--- config.mk ---
export PLATFORM = sky130hd
export DESIGN_NAME = logistic
export DESIGN_NICKNAME = d
export VERILOG_FILES = /design/src/rtl/logistic.sv
export SDC_FILE = /design/constraint.sdc
export NUM_CORES = 1
export LEC_CHECK = 0
export CORE_AREA = 2 2 119 121
export CTS_BUF_LIST = sky130_fd_sc_hd__clkbuf_16
export CTS_CLUSTER_DIAMETER = 80
export DETAILED_ROUTE_END_ITERATION = 8
export DIE_AREA = 0 0 121 123
export PLACE_DENSITY = 0.85
export SYNTH_ARGS = -nofsm -noshare
export SYNTH_HDL_FRONTEND = slang
export SYNTH_SLANG_ARGS = --single-unit
--- constraint.sdc ---
create_clock -name clock -period 24.8 [get_ports clock]
set_clock_uncertainty 0.15 [all_clocks]
set_input_delay 4.96 -clock clock [delete_from_list [all_inputs] [get_ports clock]]
set_output_delay 4.96 -clock clock [all_outputs]
set_load 0.005 [all_outputs]
--- src/rtl/logistic.sv ---
// Sigmoid activation stage with valid/ready streaming: forward pass maps a Q8.8
// argument to a Q0.8 activation; training mode returns feedback * a*(1-a).
module logistic (
    input  logic        clock,
    input  logic        reset,
    input  logic        train,
    input  logic        argument_valid,
    input  logic [15:0] argument_data,
    output logic        argument_ready,
    input  logic        feedback_valid,
    input  logic [15:0] feedback_data,
    output logic        feedback_ready,
    output logic        activation_valid,
    output logic [7:0]  activation_data,
    input  logic        activation_ready,
    output logic        delta_valid,
    output logic [15:0] delta_data,
    input  logic        delta_ready
);

    typedef enum logic [1:0] {
        S_ARG = 2'd0,
        S_ACT = 2'd1,
        S_FBK = 2'd2,
        S_DLT = 2'd3
    } state_t;

    state_t      r_state;
    state_t      w_next;
    logic        r_train;
    logic [7:0]  r_act;
    logic [15:0] r_delta;
    logic        w_arg_xfer;
    logic        w_act_xfer;
    logic        w_fbk_xfer;
    logic        w_dlt_xfer;

    // Piecewise-linear sigmoid; negative arguments mirror around 0.5.
    function automatic logic [7:0] f_sigma(input logic [15:0] x);
        logic [15:0] abs_v;
        logic [8:0]  y_v;
        logic [8:0]  s_v;
        if (x == 16'h8000) begin
            abs_v = 16'h7FFF;
        end else if (x[15]) begin
            abs_v = 16'd0 - x;
        end else begin
            abs_v = x;
        end
        if (abs_v >= 16'd1280) begin
            y_v = 9'd256;
        end else if (abs_v >= 16'd608) begin
            y_v = 9'((abs_v >> 5) + 16'd216);
        end else if (abs_v >= 16'd256) begin
            y_v = 9'((abs_v >> 3) + 16'd160);
        end else begin
            y_v = 9'((abs_v >> 2) + 16'd128);
        end
        s_v = x[15] ? (9'd256 - y_v) : y_v;
        return s_v[8] ? 8'hFF : s_v[7:0];
    endfunction

    // delta = (feedback * a*(1-a)) >>> 8, floor rounding; d never exceeds 64.
    function automatic logic [15:0] f_delta(input logic [7:0] a, input logic [15:0] fb);
        logic [16:0]        p_v;
        logic [6:0]         d_v;
        logic signed [23:0] m_v;
        p_v = {9'd0, a} * (17'd256 - {9'd0, a});
        d_v = 7'(p_v >> 8);
        m_v = 24'($signed(fb)) * 24'($signed({1'b0, d_v}));
        return 16'(m_v >>> 8);
    endfunction

    assign w_arg_xfer = argument_valid & argument_ready;
    assign w_act_xfer = activation_valid & activation_ready;
    assign w_fbk_xfer = feedback_valid & feedback_ready;
    assign w_dlt_xfer = delta_valid & delta_ready;

    // State register.
    always_ff @(posedge clock or posedge reset) begin
        if (reset) begin
            r_state <= S_ARG;
        end else begin
            r_state <= w_next;
        end
    end

    // Next-state logic.
    always_comb begin
        w_next = r_state;
        case (r_state)
            S_ARG: begin
                if (w_arg_xfer) w_next = S_ACT;
                else            w_next = S_ARG;
            end
            S_ACT: begin
                if (w_act_xfer) w_next = r_train ? S_FBK : S_ARG;
                else            w_next = S_ACT;
            end
            S_FBK: begin
                if (w_fbk_xfer) w_next = S_DLT;
                else            w_next = S_FBK;
            end
            S_DLT: begin
                if (w_dlt_xfer) w_next = S_ARG;
                else            w_next = S_DLT;
            end
            default: w_next = S_ARG;
        endcase
    end

    // Handshake outputs decoded from state only.
    always_comb begin
        argument_ready   = 1'b0;
        activation_valid = 1'b0;
        feedback_ready   = 1'b0;
        delta_valid      = 1'b0;
        case (r_state)
            S_ARG:   argument_ready   = 1'b1;
            S_ACT:   activation_valid = 1'b1;
            S_FBK:   feedback_ready   = 1'b1;
            S_DLT:   delta_valid      = 1'b1;
            default: argument_ready   = 1'b0;
        endcase
    end

    // Datapath registers: train mode, activation and delta captured on transfer.
    always_ff @(posedge clock or posedge reset) begin
        if (reset) begin
            r_train <= 1'b0;
            r_act   <= 8'd0;
            r_delta <= 16'd0;
        end else begin
            if (w_arg_xfer) begin
                r_train <= train;
                r_act   <= f_sigma(argument_data);
            end
            if (w_fbk_xfer) begin
                r_delta <= f_delta(r_act, feedback_data);
            end
        end
    end

    assign activation_data = r_act;
    assign delta_data      = r_delta;

endmodule

-- After elaboration in Yosys (flattened, before gate mapping)
Cells that the tools add are included.
- bits in registers: 27
- bits in latches: 0
- bits in writable memories: 0
- bits in read-only memories: 0
- input bits: 39
- output and inout port bits: 28
- logic and storage cells: 43
- memories kept: 0
- add/subtract/negate cells: 6
- $mul: 2
- divide/modulo/power cells: 0
- order comparisons: 3
- eq/ne operators: 4
- shifts and indexed selects: 0
- mux-type cells: 19
- bitwise logic cells: 4
- reduce and logical (&&, ||, !) cells: 1
- operators by type and width (cell ; count):
    2-to-1 mux 16 bit ; 3
    2-to-1 mux 9 bit ; 5
    adder 9 x 8 -> 9 bit (second input constant) ; 3
    multiplier 16 x 8 -> 24 bit ; 1
    == test 16 bit (second input constant) ; 1
    >= comparator 16 x 10 -> 1 bit (second input constant) ; 1
    >= comparator 16 x 11 -> 1 bit (second input constant) ; 1
    >= comparator 16 x 9 -> 1 bit (second input constant) ; 1
    subtractor 1 x 16 -> 16 bit (first input constant) ; 1
    multiplier 9 x 10 -> 15 bit ; 1
    subtractor 9 x 8 -> 10 bit (first input constant) ; 1
    subtractor 9 bit (first input constant) ; 1
    2-to-1 mux 8 bit ; 1
    one-hot mux 2 bit (4 select lines) ; 1
    2-to-1 mux 1 bit ; 6
    2-to-1 mux 2 bit ; 3
    bitwise AND 1 bit ; 4
    == test 2 bit (second input constant) ; 2
    == test 2 x 1 -> 1 bit (second input constant) ; 1
    zero test 2 bit ; 1

-- Depth between registers and ports, before layout
Gate-level depths: netlist (run 1).
- depth after elaboration: 12
- depth in mapped cells: 46
- depth with buffers taken out: 45

-- Least setup slack after synthesis (run 1)
No wires, ideal clock.
- kind: register -> register
- from: register r_act[1], in the netlist activation_data[1]
- to: register r_delta[15], in the netlist delta_data[15]
- setup time: 135 ps
- data arrival time: 9764 ps
- required time: 24515 ps
- setup slack: 14751 ps
- cell stages (with the launch flop): 43
- path buffers: 1
- period minus slack after synthesis: 10049 ps
- path through: dfrtp_1 > inv_1 > ha_1 > nand2_1 > or3_1 > inv_1 > ha_1 > nand2b_1 > fa_1 > inv_1 > fa_1 > fa_1 > inv_1 > fa_1 > inv_1 > ha_1 > inv_1 > o31a_1 > [7 not listed] > fa_1 > inv_1 > fa_1 > ha_1 > inv_1 > fa_1 > inv_1 > ha_1 > nand4_1 > or4b_2 > a21oi_1 > o21ai_0 > a21boi_0 > o21ai_0 > a311oi_1 > a31oi_1 > xnor2_1 > o21ai_0
- cells in the longest elaborated chain, start to end: 3
- ends and longest elaborated chain (what ; RTL line ; source):
    start, declared ; 31 ; logic [7:0] r_act;
    start signal, assigned ; 136 ; r_act <= f_sigma(argument_data);
    subtractor 9 x 8 -> 10 bit ; 68 ; p_v = {9'd0, a} * (17'd256 - {9'd0, a});
    multiplier 9 x 10 -> 15 bit * ; 68 ;
    multiplier 16 x 8 -> 24 bit * ; 70 ; m_v = 24'($signed(fb)) * 24'($signed({1'b0, d_v}));
    end signal, assigned ; 139 ; r_delta <= f_delta(r_act, feedback_data);
    end, declared ; 32 ; logic [15:0] r_delta;
Mark *: on every way between the ends. The rest lies on a longest branch, timed or not.
A chain may end at the register's enable or synchronous reset.

-- Final worst setup path (run 1)
- from: register r_act[0], in the netlist activation_data[0]
- to: register r_delta[15], in the netlist delta_data[15]
The elaborated chain is that of the path after synthesis.

==> reports/metrics.csv, run 1 <==
stage;metric;value;unit
outcome;outcome;complete, no violations;
timing;finalHoldViolCount;0;
synthesis;synthTopCellsByArea;fa_1 30%, ha_1 14%, inv_1 9.0%;
final_layout;antenna_cells;0;
final_layout;syn2layout_area_growth;10.2;%
die;rows;43;
synthesis;synthesis.area;8470;um2
synthesis;synth_edf_count;0;
timing;maxSlewViolCount;0;
timing;rsz0062_at_grt;false;
clock_tree;cts_buffers;3;
synthesis;synth_cells;986;
final_layout;final_cell_mix;203 x inv_1, 125 x fa_1, 95 x ha_1;
global_routing;grt.total_usage;26.9;%
clock_tree;ctsHtreeMaxLevel;1;
detailed_routing;vias_per_cell;5.57;
timing;finalCritPeriodShare;46.1;%
global_routing;grt_max_degree;37;
die;core;13600;um2
global_routing;antenna_found_initial;0;
critical_path;critPathRequiredTime;24770;ps
detailed_routing;drt-initial-drc-count;300;
critical_path;cp-end-kind;flop;
clock_tree;cts.repair_timing.setup_buffer_count;0;
timing;setup_tns;0;ps
synthesis;ys_types;73;
die;initial_core_util;62.2;%
detailed_routing;vias;6739;
die;die-height;123;um
clock_tree;clk_path_buf_depth;2;
critical_path;worst_path_max_delay_cell;nor2_1;
global_routing;grt_pass1_vias;7055;
clock_tree;clockRootBuffer;clkbuf_16;
critical_path;cp.arrival;11410;ps
synthesis;synth_top_area_cell;fa_1;
detailed_routing;postRouteAntennaNets;0;
clock_tree;cts_tree;built;
die;pin_count;67;
run;max_cap_violations;0;
synthesis;syn-mean-instance-area;8.59;um2
synthesis;seq_area_frac_synth;7.98;%
place;portBuffers;66;
die;dieArea;14900;um2
synthesis;synth_flop_cell;dfrtp_1;
clock_tree;path_clk_slew;80;ps
synthesis;synth-warning-count;0;
clock_tree;ctsResizeCount;0;
clock_tree;clkLatencyLatePin;270;ps
worst_hold_path;worstHoldPathType;flop to flop;
critical_path;critPathMaxStageDelay;870;ps
synthesis;ys_async_sr_fraction;100;%
timing;fmax;0.0874;GHz
timing;slew_headroom;20.0;%
global_routing;grt-ovfl-total;0;
synthesis;synth_seq_cells;27;
critical_path;start_kind;flop;
final_layout;nets;1290;
clock_tree;cts.sinks;27;
timing;tightest_slew;1190;ps
detailed_routing;drc_errors;0;
detailed_routing;wl_per_cell;15.3;um
synthesis;synthDominantCellAreaShare;29.6;%
critical_path;rrSetupSlack;13360;ps
place;place_hpwl;15200;um
place;gp_congestion;0.886;
final_layout;layout_commonest_cell;inv_1;
detailed_routing;wirelength;18600;um
final_layout;drive_gt1_share;3.01;%
detailed_routing;first_pass_iters;5;
timing;layout_min_cycle_time;11440;ps
global_routing;grt_pass1_wl;32600;um
timing;setup_viol;0;
critical_path;critPathKind;flop to flop;
critical_path;cp_max_fo;18;
die;die_x;121;um
critical_path;path_common_cell;inv_1;
clock_tree;ctsHoldBuffers;0;
-- worst paths after layout --
| check | startpoint | to | depth (start not counted) |
|---|---|---|---|
| setup reg to reg | activation_data[0]$_DFFE_PP0P_ | delta_data[15]$_DFFE_PP0P_ | 41 |
| hold / removal | delta_data[0]$_DFFE_PP0P_ | delta_data[0]$_DFFE_PP0P_ | 2 |
| setup / recovery | activation_data[0]$_DFFE_PP0P_ | delta_data[15]$_DFFE_PP0P_ | 41 |
| hold reg to reg | delta_data[0]$_DFFE_PP0P_ | delta_data[0]$_DFFE_PP0P_ | 2 |
| max in group asynchronous | reset | activation_data[3]$_DFFE_PP0P_ | 3 |
| min in group asynchronous | reset | delta_data[11]$_DFFE_PP0P_ | 3 |
-- synthesized netlist by cell type (16+ instances only) --
master,n
nand2b_1,29
clkbuf_1,29
nor2_1,29
o21ai_0,37
xnor2_1,31
a21oi_1,16
and2_1,89
nand2_1,64
inv_1,203
fa_1,125
ha_1,95
nor2b_1,38
dfrtp_1,27
-- layer usage --
metal | global-route usage (%) | vias up | share of wire (%)
li1 | - | 3216 | -
met1 | 34.8 | 3290 | 42
met2 | 48.0 | 193 | 51
met3 | 3.32 | 40 | 5.1
met4 | 6.76 | 0 | 1.9
met5 | 0 | - | 0
-- cell families (layout without fill, tap and decap cells) --
kind of cell,after synthesis,count (layout),synth area share [%]
mux,1,1,0.133
flops,27,27,7.98
fa+ha+maj,220,220,43.6
simple gates,316,316,21.4
compound gates,138,138,11.3
buf+inv,237,278,10.8
xor+xnor,46,46,4.76
other cells,1,4,0.0443
-- flip-flops by register name, summed over array words and instances, names as in the netlist --
register / cells
activation_data: 8
r_train: 1
r_state: 2
delta_data: 16
-- per-stage QoR --
stage | hold slack, ps | util (%) | instance area [um2] | setup slack, ps | std cells
6_report | 336 | 68.5 | 9330 | 13360 | 1210
3_3_place_gp | 313 | 68.0 | 9250 | 13720 | 1206
3_5_place_dp | 325 | 68.0 | 9250 | 13490 | 1206
4_1_cts | 347 | 68.5 | 9330 | 13480 | 1210
5_1_grt | 360 | 68.5 | 9330 | 12470 | 1210
2_1_floorplan | 295 | - | 8480 | 14750 | 989
-- area by class of cell --
cell class	instances	area, um2
Multi-Input combinational cell	725	6890
Clock buffer	3	75.1
Fill cell	1070	4280
Inverter	203	762
Timing Repair Buffer	71	698
Sequential cell	27	676
Clock inverter	1	5.00
Tap cell	180	225
-- worst max-delay path, delay by kind of cell (launching register included) --
kind	cells	cell delay, ps
fa+ha+maj	12	4350
xor+xnor	1	140
flops	1	560
compound gates	11	2620
buf+inv	8	680
simple gates	9	2770
Power of run 1 is left out: the tool's default activity adds up to more than one toggle a clock period on the data nets, which glitch-free logic cannot reach.
==> inputs of run 2 (changes only) <==
CORE_AREA = 2 2 120 122   (was 2 2 119 121)
DIE_AREA = 0 0 122 124   (was 0 0 121 123)
PLACE_DENSITY = 0.83   (was 0.85)
clock period = 11.1 ns   (was 24.8 ns; I/O delays follow)
==> run 2 against run 1 <==
Compared with the run above: cell count rose by 0.58%; register-to-register slack got worse by 13000 ps; worst hold slack improved by 1.5 ps; setup slack got worse by 13000 ps; global-route usage fell by 0.82 points; fmax rose by 9.7%; via count fell by 0.27%; non-clock buffer count rose by 7; core utilization barely moved; design area rose by 0.79%; critical path depth rose by 2; flip-flop and latch count did not move.
==> reports/metrics.csv, run 2 (synthesis gave the netlist of run 1 again) <==
stage;metric;value;unit
outcome;outcome;complete, no violations;
worst_hold_path;worstHoldPathType;flop to flop;
die;pin_count;67;
critical_path;worst_path_max_delay_cell;fa_1;
critical_path;start_kind;flop;
global_routing;antenna_found_initial;0;
clock_tree;cts.sinks;27;
clock_tree;cts_buffers;3;
die;dieArea;15100;um2
detailed_routing;drt-initial-drc-count;291;
place;gp_congestion;0.883;
global_routing;grt-ovfl-total;0;
clock_tree;path_clk_slew;70;ps
timing;finalCritPeriodShare;93.9;%
detailed_routing;vias;6721;
final_layout;drive_gt1_share;4.15;%
critical_path;r2r-start;activation_data[0]$_DFFE_PP0P_;
critical_path;critPathKind;flop to flop;
critical_path;cp.arrival;10390;ps
final_layout;layout_commonest_cell;inv_1;
final_layout;syn2layout_area_growth;11.1;%
timing;fmax;0.0959;GHz
global_routing;grt_max_degree;37;
critical_path;cp_max_fo;10;
critical_path;critPathMaxStageDelay;540;ps
clock_tree;ctsHoldBuffers;0;
timing;finalHoldViolCount;0;
global_routing;grt_pass1_vias;6965;
timing;setup_tns;0;ps
die;die_x;122;um
critical_path;critPathRequiredTime;11060;ps
timing;slew_headroom;28.0;%
final_layout;fin_cells;1217;
die;core;13700;um2
final_layout;final_cell_mix;203 x inv_1, 125 x fa_1, 95 x ha_1;
timing;maxSlewViolCount;0;
critical_path;endpoint;delta_data[5]$_DFFE_PP0P_;
die;die-height;124;um
final_layout;antenna_cells;0;
place;place_hpwl;15000;um
die;initial_core_util;61.7;%
clock_tree;cts_tree;built;
timing;setup_viol;0;
clock_tree;clkLatencyLatePin;270;ps
critical_path;reg2reg_depth;43;
detailed_routing;drc_errors;0;
clock_tree;clk_path_buf_depth;2;
detailed_routing;vias_per_cell;5.52;
place;portBuffers;66;
die;rows;43;
place;dp.cells;1213;
final_layout;nets;1297;
final_layout;multiInputGateArea;6910;um2
timing;tightest_slew;1080;ps
detailed_routing;postRouteAntennaNets;0;
final_layout;fillers;1150;
detailed_routing;first_pass_iters;4;
timing;fin_hold_ws;338;ps
final_layout;seq_area;677;um2
critical_path;cp-end-kind;flop;
clock_tree;ctsHtreeMaxLevel;1;
detailed_routing;wirelength;18200;um
detailed_routing;wl_per_cell;14.9;um
global_routing;grt_pass1_wl;32000;um
critical_path;rrSetupSlack;670;ps
global_routing;grt.total_usage;26.1;%
timing;layout_min_cycle_time;10430;ps
clock_tree;ctsResizeCount;0;
timing;rsz0062_at_grt;false;
clock_tree;cts.repair_timing.setup_buffer_count;0;
final_layout;largest_reg_flops;16;
clock_tree;clockRootBuffer;clkbuf_16;
critical_path;r2r-end;delta_data[5]$_DFFE_PP0P_;
run;max_cap_violations;0;
critical_path;crit_path_start;activation_data[0]$_DFFE_PP0P_;
==> run 2: routing by layer <==
layer / routed length [um] / track usage, % / vias to the layer above
met2: 9300 / 46.8 / 148
met3: 616 / 1.97 / 26
met4: 299 / 5.32 / 0
li1: - / - / 3232
met5: 0 / 0 / -
met1: 7960 / 34.9 / 3315
==> run 2: final cells by class <==
cell class	instances	area share, %
clock inverter	1	0.0399
sequential	27	7.20
clock buffer	3	0.798
multi-input combinational	725	73.5
timing repair buffer	78	7.98
tap	180	2.39
inverter	203	8.10
==> run 2: through the flow <==
| step | utilization (%) | setup slack (ps) | instance area, um2 |
|---|---|---|---|
| finish | 68.5 | 673 | 9400 |
| global route | 68.5 | 7.19 | 9400 |
| global placement | 67.8 | 535 | 9300 |
| floorplan | - | 1050 | 8480 |
| detailed placement | 67.8 | 245 | 9300 |
| CTS | 68.4 | 151 | 9380 |
==> run 2: critical path, delay by kind of cell (launching register included) <==
family / cells / cell delay (ps)
buffers and inverters: 8 / 670
AO/OA/AOI/OAI: 12 / 2400
adder cells (fa/ha/maj): 12 / 4610
flip-flops: 1 / 380
XOR/XNOR: 2 / 360
AND/OR/NAND/NOR: 9 / 1700
==> run 2: worst min path at each step <==
stage	from	endpoint	slack, ps	depth (start not counted)
5_1_grt	delta_data[3]$_DFFE_PP0P_	delta_data[3]$_DFFE_PP0P_	360	2
3_3_place_gp	delta_data[4]$_DFFE_PP0P_	delta_data[4]$_DFFE_PP0P_	320	2
3_5_place_dp	delta_data[4]$_DFFE_PP0P_	delta_data[4]$_DFFE_PP0P_	330	2
4_1_cts	delta_data[4]$_DFFE_PP0P_	delta_data[4]$_DFFE_PP0P_	340	2
6_report	delta_data[1]$_DFFE_PP0P_	delta_data[1]$_DFFE_PP0P_	340	2
2_1_floorplan	r_train$_DFFE_PP0P_	r_train$_DFFE_PP0P_	300	2
Power of run 2 is left out for the same reason.
